--- src/rtl/bcd_to_bin16_pkg.sv ---
// Shared types and constants for the 5-digit signed BCD to 16-bit binary converter.
package bcd_to_bin16_pkg;

    localparam int BCD_DIGITS = 5;
    localparam int BIN_W      = 16;
    localparam int ACC_W      = 17;

    localparam logic [ACC_W-1:0] POS_MAX = 17'd32767;
    localparam logic [ACC_W-1:0] NEG_MAX = 17'd32768;

    typedef enum logic [1:0] {
        IDLE = 2'd0,
        CONV = 2'd1,
        FIN  = 2'd2
    } state_t;

    typedef logic [BCD_DIGITS-1:0][3:0] bcd_vec_t;

    function automatic logic has_invalid(input bcd_vec_t d);
        logic bad;
        bad = 1'b0;
        for (int i = 0; i < BCD_DIGITS; i++)
            if (d[i] > 4'd9) bad = 1'b1;
        return bad;
    endfunction

endpackage

--- src/rtl/bcd_to_bin16_mul10_add.sv ---
// One Horner step: acc*10 + digit using shifts, full 17-bit width.
module mul10_add
    import bcd_to_bin16_pkg::*;
(
    input  logic [ACC_W-1:0] acc,
    input  logic [3:0]       digit,
    output logic [ACC_W-1:0] result
);

    assign result = (acc << 3) + (acc << 1) + {{(ACC_W-4){1'b0}}, digit};

endmodule

--- src/rtl/bcd_to_bin16.sv ---
// Sequential signed BCD to two's-complement converter: one digit per cycle,
// saturating to the 16-bit signed range, with an invalid-digit flag.
module bcd_to_bin16
    import bcd_to_bin16_pkg::*;
(
    input  logic             clk,
    input  logic             rst_n,
    input  logic             start,
    input  logic             negative,
    input  logic [3:0]       bcd_digit0,
    input  logic [3:0]       bcd_digit1,
    input  logic [3:0]       bcd_digit2,
    input  logic [3:0]       bcd_digit3,
    input  logic [3:0]       bcd_digit4,
    output logic [BIN_W-1:0] bin,
    output logic             busy,
    output logic             done,
    output logic             overflow,
    output logic             invalid
);

    state_t           state, state_nxt;
    bcd_vec_t         digits_q;
    logic             neg_q;
    logic             inv_pend;
    logic [2:0]       idx;
    logic [ACC_W-1:0] acc, acc_nxt;
    bcd_vec_t         digits_in;

    assign digits_in = {bcd_digit4, bcd_digit3, bcd_digit2, bcd_digit1, bcd_digit0};
    assign busy      = (state != IDLE);

    mul10_add u_mul10_add (
        .acc    (acc),
        .digit  (digits_q[idx]),
        .result (acc_nxt)
    );

    always_ff @(posedge clk or negedge rst_n) begin
        if (!rst_n) state <= IDLE;
        else        state <= state_nxt;
    end

    always_comb begin
        state_nxt = state;
        case (state)
            IDLE:    if (start) state_nxt = CONV;
            CONV:    if (idx == 3'd0) state_nxt = FIN;
            FIN:     state_nxt = IDLE;
            default: state_nxt = IDLE;
        endcase
    end

    always_ff @(posedge clk or negedge rst_n) begin
        if (!rst_n) begin
            digits_q <= '0;
            neg_q    <= 1'b0;
            inv_pend <= 1'b0;
            idx      <= 3'd0;
            acc      <= '0;
            bin      <= '0;
            done     <= 1'b0;
            overflow <= 1'b0;
            invalid  <= 1'b0;
        end else begin
            done <= 1'b0;
            case (state)
                IDLE: if (start) begin
                    digits_q <= digits_in;
                    neg_q    <= negative;
                    inv_pend <= has_invalid(digits_in);
                    idx      <= 3'(BCD_DIGITS - 1);
                    acc      <= '0;
                end
                CONV: begin
                    acc <= acc_nxt;
                    idx <= idx - 3'd1;
                end
                FIN: begin
                    done     <= 1'b1;
                    invalid  <= 1'b0;
                    overflow <= 1'b0;
                    if (inv_pend) begin
                        bin     <= '0;
                        invalid <= 1'b1;
                    end else if (!neg_q && acc > POS_MAX) begin
                        bin      <= 16'h7FFF;
                        overflow <= 1'b1;
                    end else if (neg_q && acc > NEG_MAX) begin
                        bin      <= 16'h8000;
                        overflow <= 1'b1;
                    end else if (neg_q) begin
                        // -32768 and -0 both fall out of plain 16-bit negation
                        bin <= -acc[BIN_W-1:0];
                    end else begin
                        bin <= acc[BIN_W-1:0];
                    end
                end
                default: ;
            endcase
        end
    end

endmodule
--- config.mk ---
export PLATFORM = sky130hd
export DESIGN_NAME = bcd_to_bin16
export DESIGN_NICKNAME = d
export VERILOG_FILES = /design/src/rtl/bcd_to_bin16_pkg.sv /design/src/rtl/bcd_to_bin16_mul10_add.sv /design/src/rtl/bcd_to_bin16.sv
export SDC_FILE = /design/constraint.sdc
export NUM_CORES = 1
export LEC_CHECK = 0
export CORE_MARGIN = 2
export CORE_UTILIZATION = 50
export CTS_BUF_LIST = sky130_fd_sc_hd__clkbuf_16
export DETAILED_ROUTE_END_ITERATION = 7
export PLACE_DENSITY = 0.79
export SLEW_MARGIN = 20
export SYNTH_ARGS = -nofsm -noshare
export SYNTH_HDL_FRONTEND = slang
export SYNTH_SLANG_ARGS = --single-unit
--- constraint.sdc ---
create_clock -name clk -period 3.2 [get_ports clk]
set_input_delay 0.64 -clock clk [delete_from_list [all_inputs] [get_ports clk]]
set_output_delay 0.64 -clock clk [all_outputs]
set_load 0.02 [all_outputs]
## After elaboration in Yosys (flattened, before gate mapping)

Cells that the tools add are included.

| operators by class | value |
|---|---|
| add/subtract/negate cells | 4 |
| $lt $le $gt $ge | 8 |
| multiplexer cells | 23 |
| reduce and logical (&&, ||, !) cells | 10 |
| eq/ne operators | 4 |

Operators with widths:

| kind | count |
|---|---|
| $mux 16 | 4 |
| $pmux 17 s2 | 1 |
| $gt 4x4->1 const B | 5 |
| $add 17x17->17 | 1 |
| $add 17x4->17 | 1 |
| $gt 17x15->1 const B | 1 |
| $gt 17x16->1 const B | 1 |
| $mux 17 | 1 |
| $neg 16->16 | 1 |
| $bmux 4 s3 | 1 |
| $mux 1 | 10 |
| $pmux 3 s2 | 1 |
| $reduce_and 2->1 | 3 |
| $lt 3x4->1 const B | 1 |
| $mux 2 | 2 |
| $mux 4 | 1 |
| $ne 2x2->1 const B | 2 |
| $pmux 2 s2 | 1 |
| $reduce_bool 2->1 | 2 |
| $logic_not 3->1 | 1 |
| $mux 3 | 1 |
| $sub 3x1->3 const B | 1 |
| $eq 2x1->1 const B | 1 |
| $eq 2x2->1 const B | 1 |
| other kinds (3) | 4 |

| storage, ports and cells | value |
|---|---|
| word-level logic and storage cells | 63 |
| output and inout port bits | 20 |
| flip-flop bits (word level) | 63 |
| input port bits | 24 |

## Logic depth before layout (Yosys ltp)

| logic depth | value |
|---|---|
| depth in word-level cells | 6 |
| gate-level depth with buffers | 12 |
| gate-level depth less buffers | 11 |

## Cells and area by module

From an unflattened synthesis, not the netlist that was laid out.

| second synthesis, totals | value |
|---|---|
| cells, all modules | 470 |
| area, all modules | 4135.2 um^2 |

By module, submodules not included:

| module | area each (um^2) | instances | seq. area each (um^2) | cells an instance |
|---|---|---|---|---|
| bcd_to_bin16 | 3258.1 | 1 | 1576.5 | 367 |
| mul10_add | 877.1 | 1 | 0.0 | 103 |

## Worst setup path before layout

OpenSTA, ideal clock, no wires.

| timing | value |
|---|---|
| path kind | register -> register |
| start point | register idx[0] |
| end point | register acc[14] |
| cell stages (with the launch flop) | 13 |
| path slack | -86 ps |
| arrival time | 3218 ps |
| period minus slack after synthesis | 3286 ps |
| path through | dfrtp_1 clkbuf_1 mux4_2 nor2b_1 a31oi_1 fa_1 inv_1 fa_1 nand3_1 a32oi_1 a21oi_1 or4_1 nand3_1 |

| between the ends | value |
|---|---|
| cells in the longest elaborated chain, start to end | 4 |

RTL lines:

| what | line | RTL |
|---|---|---|
| start, declared | bcd_to_bin16.sv:26 | `logic [2:0] idx;` |
| start signal, assigned | bcd_to_bin16.sv:72 | `idx <= 3'(BCD_DIGITS - 1);` |
| start signal, assigned | bcd_to_bin16.sv:77 | `idx <= idx - 3'd1;` |
| $bmux 4 s3 | bcd_to_bin16.sv:35 | `.digit (digits_q[idx]),` |
| $mux 4 (implied by the code) | bcd_to_bin16.sv:35 |  |
| $add 17x4->17 | bcd_to_bin16_mul10_add.sv:10 | `assign result = (acc << 3) + (acc << 1) + {{(ACC_W-4){1'b0}}, digit};` |
| $pmux 17 s2 | bcd_to_bin16.sv:67 | `case (state)` |
| end signal, assigned | bcd_to_bin16.sv:76 | `acc <= acc_nxt;` |
| end, declared | bcd_to_bin16.sv:27 | `logic [ACC_W-1:0] acc, acc_nxt;` |

No other way between the ends. The select of a mux whose other input is x is not followed.
A chain may end at the register's enable or synchronous reset.

## Worst setup path after layout

| timing | value |
|---|---|
| start point | register idx[0] |
| end point | register acc[15] |

The elaborated chain is that of the path after synthesis.

==> metrics.md <==
| Metric | Value |
|---|---|
| Final hold vios | `0` |
| CORE AREA | `a little over 8000 sq um` |
| Vias in the first global route | `between 3k and 4k` |
| Worst VDD drop | `0.3967 mV` |
| Max Cap Violations | `0` |
| Layout cell share with drive strength beyond 1 | `between 10% and 20%` |
| Primary FF master, synth | `dfrtp_1` |
| FFs w/ async S/R, synth | `between 90% and 100%` |
| Clock root buffer | `clkbuf_16` |
| Die area | `about 9000 sq um` |
| Via/cell ratio | `slightly below 6` |
| Synth Register Bits | `between 60 and 70` |
| Yosys warning total | `0` |
| Syn_area_per_cell | `approximately 9 sq um` |
| Status | `finished, final reports clean` |
| Worst Setup SP | `idx[0]` |
| Num CTS Buffers | `9` |
| Crit path to | `acc[15]` |
| Clk Latency, worst-skew pair | `approximately 330 ps` |
| Ant diodes | `0` |
| Final setup violation count | `0` |
| NumNets Final | `roughly 560` |
| Detailed-route via count | `between 3k and 4k` |
| Antenna violations before repair | `0` |
| Row count | `33` |
| Min Tclk post-route | `3070 ps` |
| Slowest cell delay on critical path | `510 ps` |
| Global-route wire length before repair | `between 15000 and 20000 um` |
| CP startpoint kind | `flop` |
| Buf/Inv on CP | `1` |
| Die Wd | `between 90 and 100 um` |
| Sink Count | `between 60 and 70` |
| Number of flops mapped to enable cells by yosys | `0` |
| Largest net degree at the start of global routing | `45` |
| Worst Max-Slew Pin Slew | `~1000 ps` |
| Starting DRC count in detailed routing | `around 190` |
| Reg-to-Reg End | `acc[15]` |
| Worst path top cell family by delay | `simple AND/OR/NAND/NOR gates` |
| Post-synthesis sequential area ratio | `38.19%` |
| Hpwl dp | `about 7300 um` |
| Drt pass-1 iters | `5` |
| Power, Total | `a little over 6 mW` |
| Most common cell after layout, fill and taps aside | `nand2_1` |
| Slew Viols, Final | `0` |
| CP arrival | `~3300 ps` |
| CP max-delay cell | `or4_1` |
| Number of port buffers | `43` |
| DRC Markers | `0` |
| Overall routing resource usage | `23.74%` |
| Crit-path cells | `mux4_2, nor2b_1, a31oi_1, fa_1, inv_2, ha_1, a21o_1, nand4_1, a21oi_2, or4_1, nand3_1` |
| Crit Path Category | `reg2reg` |
| CP Data Required Time | `3470 ps` |
| CTS max path bufs | `2` |
| Pleak | `2.236 nW` |
| Crit path depth | `11` |
| Most frequent cells in the layout | `101 x nand2_1, 63 x dfrtp_1, 42 x o21ai_0, 42 x clkdlybuf4s50_1, 32 x ha_1` |
| Period utilisation layout | `around 96%` |
| Worst r2r src | `idx[0]` |
| WL/cell | `between 15 and 20 um` |
| IO Pins | `44` |
| Clock slew at reported path FFs | `around 60 ps` |
| Routed Wire Length | `10140 um` |
| Synth unique cells | `63` |
| Max Fclk | `0.3258 GHz` |
| Post-Synthesis Net Count | `525` |
| Worst hold path type | `in2async` |
| Total gr overflow | `0` |
| Pwr/cell area | `1216 nW/um^2` |
| Cells after Synth | `467` |
| Fin util | `just over 60%` |
| Post-Syn Area | `4128 sq um` |
| Reg2reg setup slack | `130 ps` |
| Chip height | `about 95 um` |
| Setup TNS | `0 ps` |
| CTS tree | `yes` |
| CP Capture Type | `flop` |
| Worst-path maximum fanout | `4` |
| Clock Skew | `~7.0 ps` |
| Starting Density | `between 50% and 60%` |
| RSZ-0062 raised after global routing | `true` |
| Routability congestion estimate | `~0.91` |
| R2R depth | `11` |
| Area Overhead vs Synth | `20.40%` |
| DRT antenna net count | `0` |
| H-tree depth reported by CTS | `3` |
| Max-slew headroom | `between 30% and 40%` |
[kinds of logic (layout without fill, tap and decap cells)]
family                   Yosys count  after routing  share of synthesized area, %
buffers and inverters             39             81                         4.122
XOR/XNOR                          19             19                         4.032
flip-flops                        63             63                         38.19
multiplexers                       6              6                         2.728
AO/OA/AOI/OAI                    123            123                         19.43
adder cells (fa/ha/maj)           34             34                         10.67
AND/OR/NAND/NOR                  183            183                         20.82
[state kept, by name, indices dropped and copies added, names as in the netlist]
register	flops
idx	3
overflow	1
neg_q	1
digits_q	20
state	2
done	1
bin	16
inv_pend	1
invalid	1
acc	17
[per-stage QoR]
stage / cells / area (sq um) / hold slack [ps] / worst slack (ps)
after global routing: 614 / 4970 / 290.2 / -18.84
after global placement: 597 / 4619 / 457.3 / 145.0
after detailed placement: 597 / 4619 / 471.9 / 70.79
after CTS: 613 / 4940 / 278.9 / 34.03
after floorplan: 467 / 4129 / 344.4 / 58.63
final: 614 / 4970 / 268.7 / 130.5
[synthesized netlist by cell type (3+ instances only)]
library cell  number  area [sq um]
a21o_1             3         22.52
a21oi_1           33         165.2
a31oi_1            4         25.02
and2_1             3         18.77
buf_1              3         11.26
buf_6              3         33.78
clkbuf_1          18         67.56
dfrtp_1           63          1577
ha_1              32         400.4
inv_1             14         52.55
mux4_2             4         90.09
nand2_1          101         379.1
nand2b_1           3         18.77
nand3_1           17         85.08
nand3b_1           3         22.52
nand4_1            5         31.28
nor2_1            19         71.32
nor2b_1            5         31.28
nor3_1             6         30.03
o211ai_1           6         45.04
o21ai_0           42         210.2
o31ai_1            7         52.55
o41ai_1            3         26.28
o41ai_2            3         48.80
or2_2              3         18.77
or4_1              3         22.52
xnor2_1           10         87.58
xor2_1             9         78.83
[report_power, final]
part / internal (mW) / switching, mW / leakage (nW)
registers: 1.18 / 0.478 / 0.782
clock network: 0.682 / 0.366 / 0.156
logic: 1.47 / 1.87 / 1.30
total: 3.33 / 2.71 / 2.24
[worst register-to-register path, stage by stage (launching register included)]
cell and delay [ps]:
dfrtp_1 380, mux4_2 490, nor2b_1 140, a31oi_1 180, fa_1 450, inv_2 90
ha_1 230, a21o_1 170, nand4_1 170, a21oi_2 110, or4_1 510, nand3_1 90
[worst min path at each step]
stage	startpoint	to	slack (ps)	depth (start not counted)
after floorplan	rst_n	acc[0]	340	0
after global placement	digits_q[3]	digits_q[3]	460	2
after detailed placement	digits_q[11]	digits_q[11]	470	2
after CTS	rst_n	bin[13]	280	1
after global routing	rst_n	acc[12]	290	1
final	rst_n	acc[12]	270	1
[final cells by class]
class                   instances  area, sq um
clock buffers                   9        225.2
clock inverters                 7        95.09
fillers                       673         3123
inverters                      14        52.55
multi-input cells             365         2404
flip-flops and latches         63         1577
well taps                     105        131.4
repair buffers                 51        485.5
[routing by layer]
layer	routed length, um	GRT usage, %	part of all wire (%)
met1	4492	31.10	44
met2	5073	39.95	50
met3	411	4.310	4.1
met4	165	7.367	1.6
met5	0	0	0
[repair_timing]
item                                    in CTS  in global routing
resized for setup                            0                  8
endpoints found under the setup margin       0                  6
setup buffers                                0                  1
hold buffers                                 0                  0
Power figures use the tool's default switching activity.
